## src/rtl/tape_sdadc_pkg.sv

```systemverilog
// tape_sdadc_pkg: shared widths, midscale and the saturating window-count helper
package tape_sdadc_pkg;
   localparam int SAMPLE_W = 8;
   localparam logic [SAMPLE_W-1:0] MIDSCALE = 8'h80;
   // A full window of ones (2^DEC_LOG2) does not fit the sample width; clamp it to full scale.
   function automatic logic [SAMPLE_W-1:0] sat_raw(input int unsigned ones_total);
      return (ones_total >= 2 ** SAMPLE_W) ? '1 : SAMPLE_W'(ones_total);
   endfunction
endpackage

```

## src/rtl/tape_sdadc_sd_boxcar_decim.sv

```systemverilog
// sd_boxcar_decim: comparator synchronizer, modulator tick, boxcar ones counter and RC feedback
module sd_boxcar_decim
   import tape_sdadc_pkg::*;
#(
   parameter int CE_DIV_LOG2 = 3,
   parameter int DEC_LOG2    = 8
) (
   input  logic                clk24,
   input  logic                reset,
   input  logic                i_cmp,
   output logic                o_fb,
   output logic [SAMPLE_W-1:0] raw,
   output logic                raw_stb
);
   logic                   s1, cmp_s;
   logic [CE_DIV_LOG2-1:0] div;
   logic [DEC_LOG2-1:0]    tick;
   logic [DEC_LOG2:0]      ones, ones_total;
   logic                   ce, close;
   always_comb begin
      ce         = div == '0;
      close      = ce && tick == '1;
      ones_total = ones + {{DEC_LOG2{1'b0}}, cmp_s};
   end
   always_ff @(posedge clk24) begin
      if (reset) begin
         s1      <= 1'b0;
         cmp_s   <= 1'b0;
         div     <= '0;
         tick    <= '0;
         ones    <= '0;
         o_fb    <= 1'b0;
         raw     <= '0;
         raw_stb <= 1'b0;
      end else begin
         s1      <= i_cmp;
         cmp_s   <= s1;
         div     <= div + 1'b1;
         raw_stb <= close;
         if (ce) begin
            o_fb <= cmp_s;
            tick <= tick + 1'b1;
            ones <= close ? '0 : ones_total;
         end
         if (close) raw <= sat_raw(32'(ones_total));
      end
   end
endmodule

```

## src/rtl/tape_sdadc.sv

```systemverilog
// tape_sdadc: sigma-delta ADC receive path with moving-average PCM and hysteretic tape slicer
module tape_sdadc
   import tape_sdadc_pkg::*;
#(
   parameter int CE_DIV_LOG2 = 3,
   parameter int DEC_LOG2    = 8,
   parameter int AVG_LOG2    = 2,
   parameter int HYST        = 4
) (
   input  logic                clk24,
   input  logic                reset,
   input  logic                i_cmp,
   output logic                o_fb,
   output logic [SAMPLE_W-1:0] sample,
   output logic                sample_stb,
   output logic                tapein,
   output logic                tape_edge
);
   localparam int AVG_N = 2 ** AVG_LOG2;
   localparam int SUM_W = SAMPLE_W + AVG_LOG2;
   localparam logic [SAMPLE_W-1:0] HI = SAMPLE_W'(int'(MIDSCALE) + HYST);
   localparam logic [SAMPLE_W-1:0] LO = SAMPLE_W'(int'(MIDSCALE) - HYST);
   logic [SAMPLE_W-1:0] raw;
   logic                raw_stb;
   logic [SAMPLE_W-1:0] hist [AVG_N];
   logic [SUM_W-1:0]    sum, sum_next;
   logic                flip;
   sd_boxcar_decim #(
      .CE_DIV_LOG2(CE_DIV_LOG2),
      .DEC_LOG2   (DEC_LOG2)
   ) u_decim (
      .clk24  (clk24),
      .reset  (reset),
      .i_cmp  (i_cmp),
      .o_fb   (o_fb),
      .raw    (raw),
      .raw_stb(raw_stb)
   );
   // Running sum of the last AVG_N windows: add the newest, drop the oldest.
   always_comb begin
      sum_next = sum + SUM_W'(raw) - SUM_W'(hist[AVG_N-1]);
      flip     = sample_stb && (tapein ? sample < LO : sample > HI);
   end
   always_ff @(posedge clk24) begin
      if (reset) begin
         for (int i = 0; i < AVG_N; i++) hist[i] <= '0;
         sum        <= '0;
         sample     <= '0;
         sample_stb <= 1'b0;
         tapein     <= 1'b0;
         tape_edge  <= 1'b0;
      end else begin
         sample_stb <= raw_stb;
         if (raw_stb) begin
            sum     <= sum_next;
            sample  <= SAMPLE_W'(sum_next >> AVG_LOG2);
            hist[0] <= raw;
            for (int i = 1; i < AVG_N; i++) hist[i] <= hist[i-1];
         end
         tapein    <= tapein ^ flip;
         tape_edge <= flip;
      end
   end
endmodule

```

## config.mk

```make
export PLATFORM = sky130hd
export DESIGN_NAME = tape_sdadc
export DESIGN_NICKNAME = d
export VERILOG_FILES = /design/src/rtl/tape_sdadc_pkg.sv /design/src/rtl/tape_sdadc_sd_boxcar_decim.sv /design/src/rtl/tape_sdadc.sv
export SDC_FILE = /design/constraint.sdc
export NUM_CORES = 1
export LEC_CHECK = 0
export BUFFER_PORTS_ARGS = -buffer_cell sky130_fd_sc_hd__buf_4
export CORE_MARGIN = 1.5
export CORE_UTILIZATION = 35
export DETAILED_ROUTE_END_ITERATION = 10
export GPL_ROUTABILITY_DRIVEN = 0
export PLACE_DENSITY = 0.56
export SLEW_MARGIN = 20
export SYNTH_ARGS = -nofsm -noshare
export SYNTH_HDL_FRONTEND = slang
export SYNTH_SLANG_ARGS = --single-unit
```

## constraint.sdc

```tcl
create_clock -name clk24 -period 6.8 [get_ports clk24]
set_input_delay 1.36 -clock clk24 [delete_from_list [all_inputs] [get_ports clk24]]
set_output_delay 1.36 -clock clk24 [all_outputs]
set_load 0.01 [all_outputs]
```

Yosys cells after proc, flatten, opt, wreduce, memory -nomap -nowiden
Memories as Yosys holds them, arrays and structs flattened.
Cells that the tools add are included.

storage, ports and cells
  register bits after elaboration = 53
  RAM bits = 32
  bits of input ports = 3
  output and inout port bits = 12
  logic and storage cells = 43
  memories = 1

memories
  memory  depth  width  read ports  clocked after Yosys merged registers in  write ports  line              text
  hist    4      8      4           0                                        4            tape_sdadc.sv:25  logic [SAMPLE_W-1:0] hist [AVG_N];

operators by class
  add/subtract/negate cells = 5
  $lt $le $gt $ge = 3
  equal/unequal tests = 1
  muxes and demuxes = 12
  bitwise operators = 5
  reduce and logical (&&, ||, !) cells = 3

operator list
  operator             count
  $mux 8               5
  $add 10x8->10        1
  $sub 10x8->10        1
  $add 9x1->9          1
  $ge 9x9->1 const B   1
  $mux 9               1
  $add 8x1->8 const B  1
  $eq 8x8->1 const B   1
  $gt 8x8->1 const B   1
  $lt 8x7->1 const B   1
  $mux 1               6
  $or 1x1->1           4
  $add 3x1->3 const B  1
  $logic_not 3->1      1
  $logic_and 1x1->1    2
  $xor 1x1->1          1

Logic depth before layout (Yosys ltp)
Gate-level depths: netlist (run 1).

  word-level depth = 4
  mapped depth = 10
  depth with buffers taken out = 10

Hierarchy
From an unflattened synthesis (run 1), not the netlist that was laid out.

unflattened totals
  cells, all modules = 371
  area, all modules = 3922.5 um^2

modules (own cells, without submodules)
  module           times used  cells each  area an instance (um^2)  seq. area each (um^2)
  tape_sdadc       1           228         2503.7                   1221.2
  sd_boxcar_decim  1           143         1418.9                   640.6

Least setup slack after synthesis (run 1)
OpenSTA, ideal clock, no wires.

  kind = input port to flip-flop
  from = input port reset
  to = memory hist[0][0], enable pin
  setup time = 0.478 ns
  arrival = 2.360 ns
  required time = 6.322 ns
  slack = 3.962 ns
  cell stages on the path = 4
  buffers on the path = 2
  cells stage by stage = inv_1 -> buf_6 -> clkbuf_1 -> nand2_1

RTL lines
  item             line              text
  start, declared  tape_sdadc.sv:11  input logic reset,
  end, declared    tape_sdadc.sv:25

==> metrics, run 1 <==
most common flop cell mapped by yosys=dfxtp_1; minimum clock period after layout=2.773 ns; row count=38; number of flops mapped to enable cells by yosys=32; final clock skew=0.01164 ns; Worst setup SP type=primary input; post-cts resize count=0; Post-Syn Area=3890 sq um; fin nets=422; die width=108.4 um; TritonCTS clock tree=yes; Area growth, synth to finish=8.910%; Setup TNS=0 ns; setup bufs post-CTS=0; Ant. Diodes=0; CP endpoint kind=register; slew margin rel.=53.59%; CTS Buffer Depth=2; total CTS buffers=9; Die H=108.4 um; post-synthesis sequential area ratio=47.86%; outcome=finished, final reports clean; CTS sink count=77; Worst EP arrival=2.78 ns; Root Buffer=clkbuf_8; unrepaired setup endpoints after global routing=no; wire per inst=14.17 um; critical path's most frequent cell=buf_4; Worst-Margin Slew=0.6925 ns; antenna viol nets, final=0; Synth Warn #=0; Vias=2,702; multi-input logic area=1719 sq um; CP Class=in -> reg; vias in the first global route=2,578; Post-Syn Nets=419; Hold Buf Count CTS=0; first-pass GRT wire length=12,940 um; Max stage delay on crit path=0.43 ns; final setup violation count=0; Final Util=39.08%; DRC viols=0; Initial DRC Count=205; Worst-Skew Late Latency=0.35 ns; Top Ports=15; maxcap violations=0; Max VDD drop=156.9 uV; Max FO, Critical Path=49; Seq. cell area=1862 sq um; clock slew seen by the registers of the worst setup and hold paths=0.08 ns; Mean Syn Cell Area=9.974 sq um; GRT Total Usage=14.44%; largest net degree at the start of global routing=50; die area=11,760 sq um; Synth cell types=50; Pwr Density=207.3 nW/um^2; core area=10,840 sq um; fin. max-slew vios=0; Avg Vias per Cell=5.022; Pre-antenna DRT Iters=4; Hold WC Path Type=reg -> reg; total length of routed wires=7624 um; initial antenna violation count=0; final hold violations=0; Port Buffer Count=14; Critical Path RT=6.81 ns; crit path cell chain=buf_4, inv_1, nand2_1, buf_4; H-tree levels=3; DP HPWL=5115 um; Peak Freq=360.7 MHz; Fillers=1,094; ys async rst share=0%; Synth Instances=390; Initial Util=35.88%; Seq cells post-synth=77; final worst path period share=40.77%; Largest delay share family, worst path=buffers and inverters; Buf/Inv on CP=3; share of layout cells above drive strength 1=8.291%; Slowest cell on crit path=inv_1; Lkg Pwr=1.619 nW; Overflow after GRT=0
## layout make-up
cell class / instances / share of cell area [%]
Clock buffer: 10 / 3.012
Tap cell: 140 / 4.135
Inverter: 45 / 3.987
Sequential cell: 77 / 43.95
Clock inverter: 6 / 1.506
Timing Repair Buffer: 16 / 2.835
Multi-Input combinational cell: 244 / 40.58
## report_power, final
part	total, mW	switching, mW	internal, mW
logic	0.0432	0.0292	0.0140
clock network	0.339	0.170	0.169
registers	0.496	0.00560	0.491
total	0.878	0.205	0.674
## layer usage
layer	routed length, um	track usage [%]	vias to the layer above
met5	0	0	-
met4	188	5.357	0
met3	258	4.400	15
met2	3601	23.45	47
met1	3575	18.04	1287
li1	-	-	1353
## worst paths after layout
path	start	end	slack (ns)	cells past startpoint
max	reset	hist[0][27]	4.03	4
min	u_decim.s1	u_decim.cmp_s	0.45	1
max reg2reg	sample[4]	sample[6]	4.05	8
min reg2reg	u_decim.s1	u_decim.cmp_s	0.45	1
## stage by stage
step                hold slack, ns  setup WS [ns]  instances  instance area [sq um]  total power, mW
finish                      0.4484          4.027        538                   4237           0.8784
global route                0.4567          3.871        538                   4237           0.9231
CTS                         0.4539          4.013        538                   4237           0.8925
detailed placement          0.4292          3.631        522                   4045           0.5510
global placement            0.4238          3.649        522                   4040           0.5501
floorplan                   0.4138          3.962        390                   3890           0.5405
## cell families (layout without fill, tap and decap cells)
| logic type | after synthesis | in the layout | synth area share (%) |
|---|---|---|---|
| flops | 77 | 77 | 47.86 |
| mux | 2 | 2 | 0.5147 |
| simple gates | 123 | 123 | 16.95 |
| fa+ha+maj | 26 | 26 | 9.907 |
| xor+xnor | 14 | 14 | 3.152 |
| buf+inv | 69 | 77 | 8.073 |
| compound gates | 79 | 79 | 13.54 |
## sequential cells by signal, indices dropped and copies added (netlist names)
signal           count
sample               8
u_decim.s1           1
u_decim.ones         9
u_decim.raw_stb      1
u_decim.cmp_s        1
u_decim.o_fb         1
u_decim.raw          8
tape_edge            1
sample_stb           1
tapein               1
hist                32
u_decim.tick         8
sum                  2
u_decim.div          3
## cell usage after synthesis, types with 2 or more instances
| library cell | number | share of area (%) |
|---|---|---|
| edfxtp_1 | 32 | 25 |
| nor4_1 | 2 | 0.32 |
| nand4_1 | 3 | 0.48 |
| fa_1 | 8 | 4.1 |
| xor2_1 | 4 | 0.90 |
| o32ai_1 | 2 | 0.45 |
| inv_1 | 44 | 4.2 |
| a31oi_1 | 10 | 1.6 |
| buf_1 | 3 | 0.29 |
| buf_6 | 3 | 0.87 |
| nand3_1 | 13 | 1.7 |
| dfxtp_1 | 45 | 23 |
| buf_4 | 8 | 1.5 |
| o21ai_0 | 13 | 1.7 |
| o21a_1 | 8 | 1.5 |
| buf_2 | 2 | 0.26 |
| mux2i_1 | 2 | 0.51 |
| ha_1 | 18 | 5.8 |
| and2_1 | 26 | 4.2 |
| nand2_1 | 19 | 1.8 |
| nor2_1 | 20 | 1.9 |
| o31ai_1 | 3 | 0.58 |
| a211oi_1 | 5 | 0.97 |
| nand2b_1 | 2 | 0.32 |
| a21oi_1 | 18 | 2.3 |
| nor3_1 | 15 | 1.9 |
| or4_1 | 2 | 0.39 |
| nor3b_1 | 2 | 0.39 |
| or3_1 | 5 | 0.80 |
| o31a_1 | 2 | 0.45 |
| o211ai_1 | 5 | 0.97 |
| nand4b_1 | 2 | 0.45 |
| a21o_1 | 3 | 0.58 |
| nor2b_1 | 6 | 0.97 |
| o211a_1 | 2 | 0.51 |
| xnor2_1 | 10 | 2.3 |
| clkbuf_1 | 8 | 0.77 |
| and3_1 | 3 | 0.48 |
## placed cells by master, fill, tap and decap left out, types with 13 or more instances in the layout
master    netlist  final
dfxtp_1        45     45
inv_1          44     44
edfxtp_1       32     32
and2_1         26     26
nor2_1         20     20
nand2_1        19     19
a21oi_1        18     18
ha_1           18     18
buf_4           8     16
nor3_1         15     14
nand3_1        13     13
o21ai_0        13     13
Power figures use the tool's default switching activity.
==> inputs of run 2 (changes only) <==
--- a/config.mk
+++ b/config.mk
@@ -10,7 +10,7 @@
 export CORE_UTILIZATION = 35
 export DETAILED_ROUTE_END_ITERATION = 10
 export GPL_ROUTABILITY_DRIVEN = 0
-export PLACE_DENSITY = 0.56
+export PLACE_DENSITY = 0.58
 export SLEW_MARGIN = 20
 export SYNTH_ARGS = -nofsm -noshare
 export SYNTH_HDL_FRONTEND = slang
==> constraint.sdc (replaced) <==
create_clock -name clk24 -period 2.55 [get_ports clk24]
set_input_delay 0.51 -clock clk24 [delete_from_list [all_inputs] [get_ports clk24]]
set_output_delay 0.51 -clock clk24 [all_outputs]
set_load 0.01 [all_outputs]
==> run 2 against run 1 <==
  * Non-clock buffer count is 6 higher
  * Die area did not move
  * Sequential share of layout area is 0.68 points lower
  * Global-route usage is 0.17 points lower
  * Clock skew decreased by 0.0020 ns
==> metrics, run 2 (synthesis results as in run 1) <==
Final Util=39.69% (+0.61 points); Port Buffer Count=14 (unchanged); maxcap violations=0 (unchanged); first-pass GRT wire length=12,840 um (-0.80%); final hold violations=0 (unchanged); antenna viol nets, final=0 (unchanged); DRC viols=0 (unchanged); Overflow after GRT=0 (unchanged); fin nets=428 (+1.4%); R2R depth=8 (unchanged); outcome=finished, final reports clean; FF-to-FF End=sample[5]; Fillers=1,081 (-1.2%); Worst EP arrival=2.57 ns (-0.21 ns); DP HPWL=5236 um (+2.4%); fin. max-slew vios=0 (unchanged); most common cell after layout, fill and taps aside=dfxtp_1; Die H=108.4 um (unchanged); HP Start=i_cmp; Top Ports=15 (unchanged); Root Buffer=clkbuf_8; commonest non-fill, non-tap cells in the layout=45 x dfxtp_1, 44 x inv_1, 32 x edfxtp_1, 26 x and2_1, 21 x buf_4; total length of routed wires=7499 um (-1.6%); worst r2r src=u_decim.raw[1]; CP Class=reg -> reg; final worst path period share=92.57%; Lkg Pwr=1.667 nW (+2.9%); TritonCTS clock tree=yes; Layout Cells excl Fill=544 (+1.1%); total CTS buffers=9 (unchanged); Pwr Density=542.2 nW/um^2 (+160%); clock slew seen by the registers of the worst setup and hold paths=0.08 ns (about the same); Worst-Skew Late Latency=0.34 ns (about the same); r2r setup slk=0.19 ns (-3.86 ns); minimum clock period after layout=2.361 ns; die width=108.4 um (unchanged); max reg flops=32 (unchanged); GRT Total Usage=14.27% (-0.17 points); Pre-antenna DRT Iters=4 (unchanged); Avg Vias per Cell=4.989 (-0.66%); Worst-Margin Slew=0.7009 ns (+0.008410 ns); Worst setup SP type=register; share of layout cells above drive strength 1=9.406% (+1.1 points); final setup violation count=0 (unchanged); Initial Util=35.88% (unchanged); unrepaired setup endpoints after global routing=no; Most flops, register=hist; Cells after DPL=528 (+1.1%); Ant. Diodes=0 (unchanged); Vias=2,714 (+0.44%); wire per inst=13.78 um (-2.7%); Hold WC Path Type=in -> reg; CP endpoint kind=register; Initial DRC Count=137 (-33%); Max FO, Critical Path=4 (-92%); setup bufs post-CTS=0 (unchanged); final clock skew=0.009633 ns (-0.002006 ns); hold depth=2 (+1); Setup TNS=0 ns (unchanged); row count=38 (unchanged); vias in the first global route=2,631 (+2.1%); slew margin rel.=52.88% (-0.71 points); worst hold endpoint=u_decim.s1; core area=10,840 sq um (unchanged); Area growth, synth to finish=10.61%; Regs by FF count=hist (32), u_decim.ones (9); Peak Freq=423.6 MHz; largest net degree at the start of global routing=50 (unchanged); Max VDD drop=281.3 uV (+79%); H-tree levels=3 (unchanged); CTS Buffer Depth=2 (unchanged); initial antenna violation count=0 (unchanged); Hold Buf Count CTS=0 (unchanged); Critical Path RT=2.76 ns (-4.05 ns); CTS sink count=77 (unchanged); die area=11,760 sq um (unchanged)
==> run 2: metrics by stage <==
stage | cell area [sq um] | total power, mW | setup slack [ns] | hold slack [ns]
final | 4303 | 2.333 | 0.1894 | 0.3743
after global routing | 4303 | 2.428 | 0.004547 | 0.3613
after CTS | 4292 | 2.361 | 0.08534 | 0.3572
after detailed placement | 4098 | 1.477 | 0.004208 | 0.4302
after global placement | 4098 | 1.473 | 0.07959 | 0.4329
after floorplan | 3890 | 1.441 | 0.2096 | 0.4138
==> run 2: cell type report <==
cell class | count | area [sq um] | area share, %
clock buffers | 14 | 173.9 | 4.042
clock inverters | 2 | 15.01 | 0.3489
inverters | 45 | 168.9 | 3.926
multi-input cells | 244 | 1730 | 40.22
flip-flops and latches | 77 | 1862 | 43.27
well taps | 140 | 175.2 | 4.071
repair buffers | 22 | 177.7 | 4.129
==> run 2: worst max-delay path, stage by stage (launching register included) <==
cell and delay [ns]:
dfxtp_1 0.33, inv_1 0.07, fa_1 0.58, inv_1 0.05, ha_1 0.30, a211o_1 0.36, a211oi_4 0.27, o21a_1 0.17
o221ai_1 0.10
==> run 2: report_power, final <==
group	total [mW]	leakage, nW	internal (mW)	switching (mW)
combinational	0.126	0.876	0.0447	0.0809
sequential	1.32	0.694	1.31	0.0144
clock	0.884	0.0963	0.444	0.440
total	2.33	1.67	1.80	0.536
==> run 2: worst max-delay path by stage <==
stage          slack [ns]  cells past startpoint            from        end
2_1_floorplan        0.21                      8  u_decim.raw[1]  sample[5]
5_1_grt             0.005                      9       sample[4]  sample[7]
4_1_cts              0.09                      8       sample[4]  sample[6]
3_5_place_dp        0.004                      8  u_decim.raw[1]  sample[5]
6_report             0.19                      8  u_decim.raw[1]  sample[5]
3_3_place_gp         0.08                      8  u_decim.raw[1]  sample[5]
==> run 2: timing repair <==
action,in CTS,in global routing
resized for setup,1,3
setup endpoints to repair,1,3
gates cloned,0,0
==> run 2: layer usage <==
metal / routed length, um / track usage (%)
met1: 3432 / 17.39
met2: 3746 / 24.57
met5: 0 / 0
met3: 223 / 2.893
met4: 97 / 5.733
==> inputs of run 3 (changes only) <==
--- a/config.mk
+++ b/config.mk
@@ -7,10 +7,10 @@
 export LEC_CHECK = 0
 export BUFFER_PORTS_ARGS = -buffer_cell sky130_fd_sc_hd__buf_4
 export CORE_MARGIN = 1.5
-export CORE_UTILIZATION = 35
+export CORE_UTILIZATION = 55
 export DETAILED_ROUTE_END_ITERATION = 10
 export GPL_ROUTABILITY_DRIVEN = 0
-export PLACE_DENSITY = 0.58
+export PLACE_DENSITY = 0.81
 export SLEW_MARGIN = 20
 export SYNTH_ARGS = -nofsm -noshare
 export SYNTH_HDL_FRONTEND = slang
==> run 3 against run 2 <==
  * Non-clock buffer count is 5 higher
  * Largest cell class unchanged
  * Count of clock-buffer cells in the layout is 4 lower
  * Critical path type unchanged
  * Sequential share of layout area is 0.25 points higher
  * Highest routed layer unchanged
  * Largest power group unchanged
  * Cell area is 0.58% lower
==> metrics, run 3 (synthesis results as in run 1) <==
FF-to-FF End=sample[5]; fin. max-slew vios=0 (unchanged); final clock skew=0.01375 ns (+0.004116 ns); Max FO, Critical Path=4 (unchanged); Setup TNS=0 ns (unchanged); Die H=87.10 um (-20%); most common cell after layout, fill and taps aside=dfxtp_1; CP endpoint kind=register; Ant. Diodes=0 (unchanged); total CTS buffers=9 (unchanged); CP Class=reg -> reg; final setup violation count=0 (unchanged); Overflow after GRT=0 (unchanged); worst hold endpoint=u_decim.s1; Hold WC Path Type=in -> reg; die width=87.10 um (-20%); antenna viol nets, final=0 (unchanged); core area=6832 sq um (-37%); row count=30 (-21%); H-tree levels=3 (unchanged); CTS sink count=77 (unchanged); Most flops, register=hist; first-pass GRT wire length=12,850 um (+0.11%); Regs by FF count=hist (32), u_decim.ones (9); Cells after DPL=488 (-7.6%); Lkg Pwr=1.690 nW (+1.4%); GRT Total Usage=22.42% (+8.2 points); wire per inst=15.13 um (+9.8%); Port Buffer Count=14 (unchanged); Pre-antenna DRT Iters=4 (unchanged); Vias=2,834 (+4.4%); DP HPWL=5427 um (+3.7%); slew margin rel.=54.16% (+1.3 points); Root Buffer=clkbuf_8; commonest non-fill, non-tap cells in the layout=45 x dfxtp_1, 44 x inv_1, 32 x edfxtp_1, 27 x buf_4, 26 x and2_1; outcome=finished, final reports clean; HP Start=i_cmp; largest net degree at the start of global routing=32 (-36%); Critical Path RT=2.78 ns (+0.02 ns); r2r setup slk=0.09 ns (-0.10 ns); total length of routed wires=7643 um (+1.9%); CP startpoint=sum[1]; share of layout cells above drive strength 1=10.27% (+0.86 points); Peak Freq=406.4 MHz (-4.1%); Top Ports=15 (unchanged); DRC viols=0 (unchanged); initial antenna violation count=0 (unchanged); Avg Vias per Cell=5.612 (+12%); Max VDD drop=371.2 uV (+32%); fin nets=433 (+1.2%); final worst path period share=96.49% (+3.9 points); Worst setup SP type=register; Worst-Margin Slew=0.6818 ns (-0.01908 ns); die area=7586 sq um (-35%); Layout Cells excl Fill=505 (-7.2%); hold depth=2 (unchanged); Hold Buf Count CTS=0 (unchanged); Worst EP arrival=2.69 ns (+0.12 ns); final hold violations=0 (unchanged); maxcap violations=0 (unchanged); R2R depth=9 (+1); Initial Util=56.94% (+21 points); vias in the first global route=2,794 (+6.2%); clock slew seen by the registers of the worst setup and hold paths=0.08 ns (about the same); max reg flops=32 (unchanged); worst r2r src=sum[1]; TritonCTS clock tree=yes; minimum clock period after layout=2.460 ns (+0.09978 ns); Initial DRC Count=133 (-2.9%); Worst-Skew Late Latency=0.35 ns (about the same); CTS Buffer Depth=2 (unchanged); Pwr Density=566.9 nW/um^2 (+4.6%); Area growth, synth to finish=9.971%
-- run 3: worst max path at each step --
stage / end / slack [ns]
4_1_cts: sample[5] / 0.04
3_5_place_dp: sample[5] / 0.04
3_3_place_gp: sample[5] / 0.10
6_report: sample[5] / 0.09
2_1_floorplan: sample[5] / 0.21
5_1_grt: sample[5] / -0.02
-- run 3: worst max-delay path: stages (launching register included) --
cell and delay, ns:
dfxtp_1 0.34, inv_1 0.06, fa_1 0.55, inv_1 0.05
ha_1 0.31, a211o_1 0.35, a211oi_2 0.29, buf_4 0.18
o21a_1 0.12, o221ai_1 0.10
-- run 3: metal layers --
metal	up-vias	track usage [%]	wire, um
li1	1378	-	-
met1	1368	27.07	3267
met2	77	38.83	3939
met3	11	3.602	283
met4	0	11.26	153
met5	-	0	0
-- run 3: timing repair --
item / in CTS / in global routing
gates resized for setup: 0 / 1
setup endpoints to repair: 0 / 2
buffers inserted: 0 / 1
-- run 3: cell type report --
type                            instances  area, sq um
Tap cell                               96        120.1
Timing Repair Buffer                   27        202.7
Clock inverter                          6        77.57
Multi-Input combinational cell        244         1719
Fill cell                             583         2554
Sequential cell                        77         1862
Inverter                               45        168.9
Clock buffer                           10        127.6
-- run 3: power breakdown --
group | internal [mW] | switching, mW
combinational | 0.0450 | 0.0812
clock | 0.542 | 0.434
sequential | 1.31 | 0.0143
total | 1.90 | 0.529
-- run 3: metrics by stage --
stage                     hold slack, ns  power, mW  instance area, sq um  setup WS (ns)  utilization, %
after CTS                         0.3658      2.445                  4265        0.03699           62.44
after global routing              0.3871      2.521                  4278       -0.02478           62.62
after floorplan                   0.4138      1.441                  3890         0.2096               -
after global placement            0.4272      1.471                  4060         0.1026           59.43
after detailed placement          0.4344      1.477                  4060        0.03940           59.43
final                             0.3763      2.425                  4278        0.08959           62.62
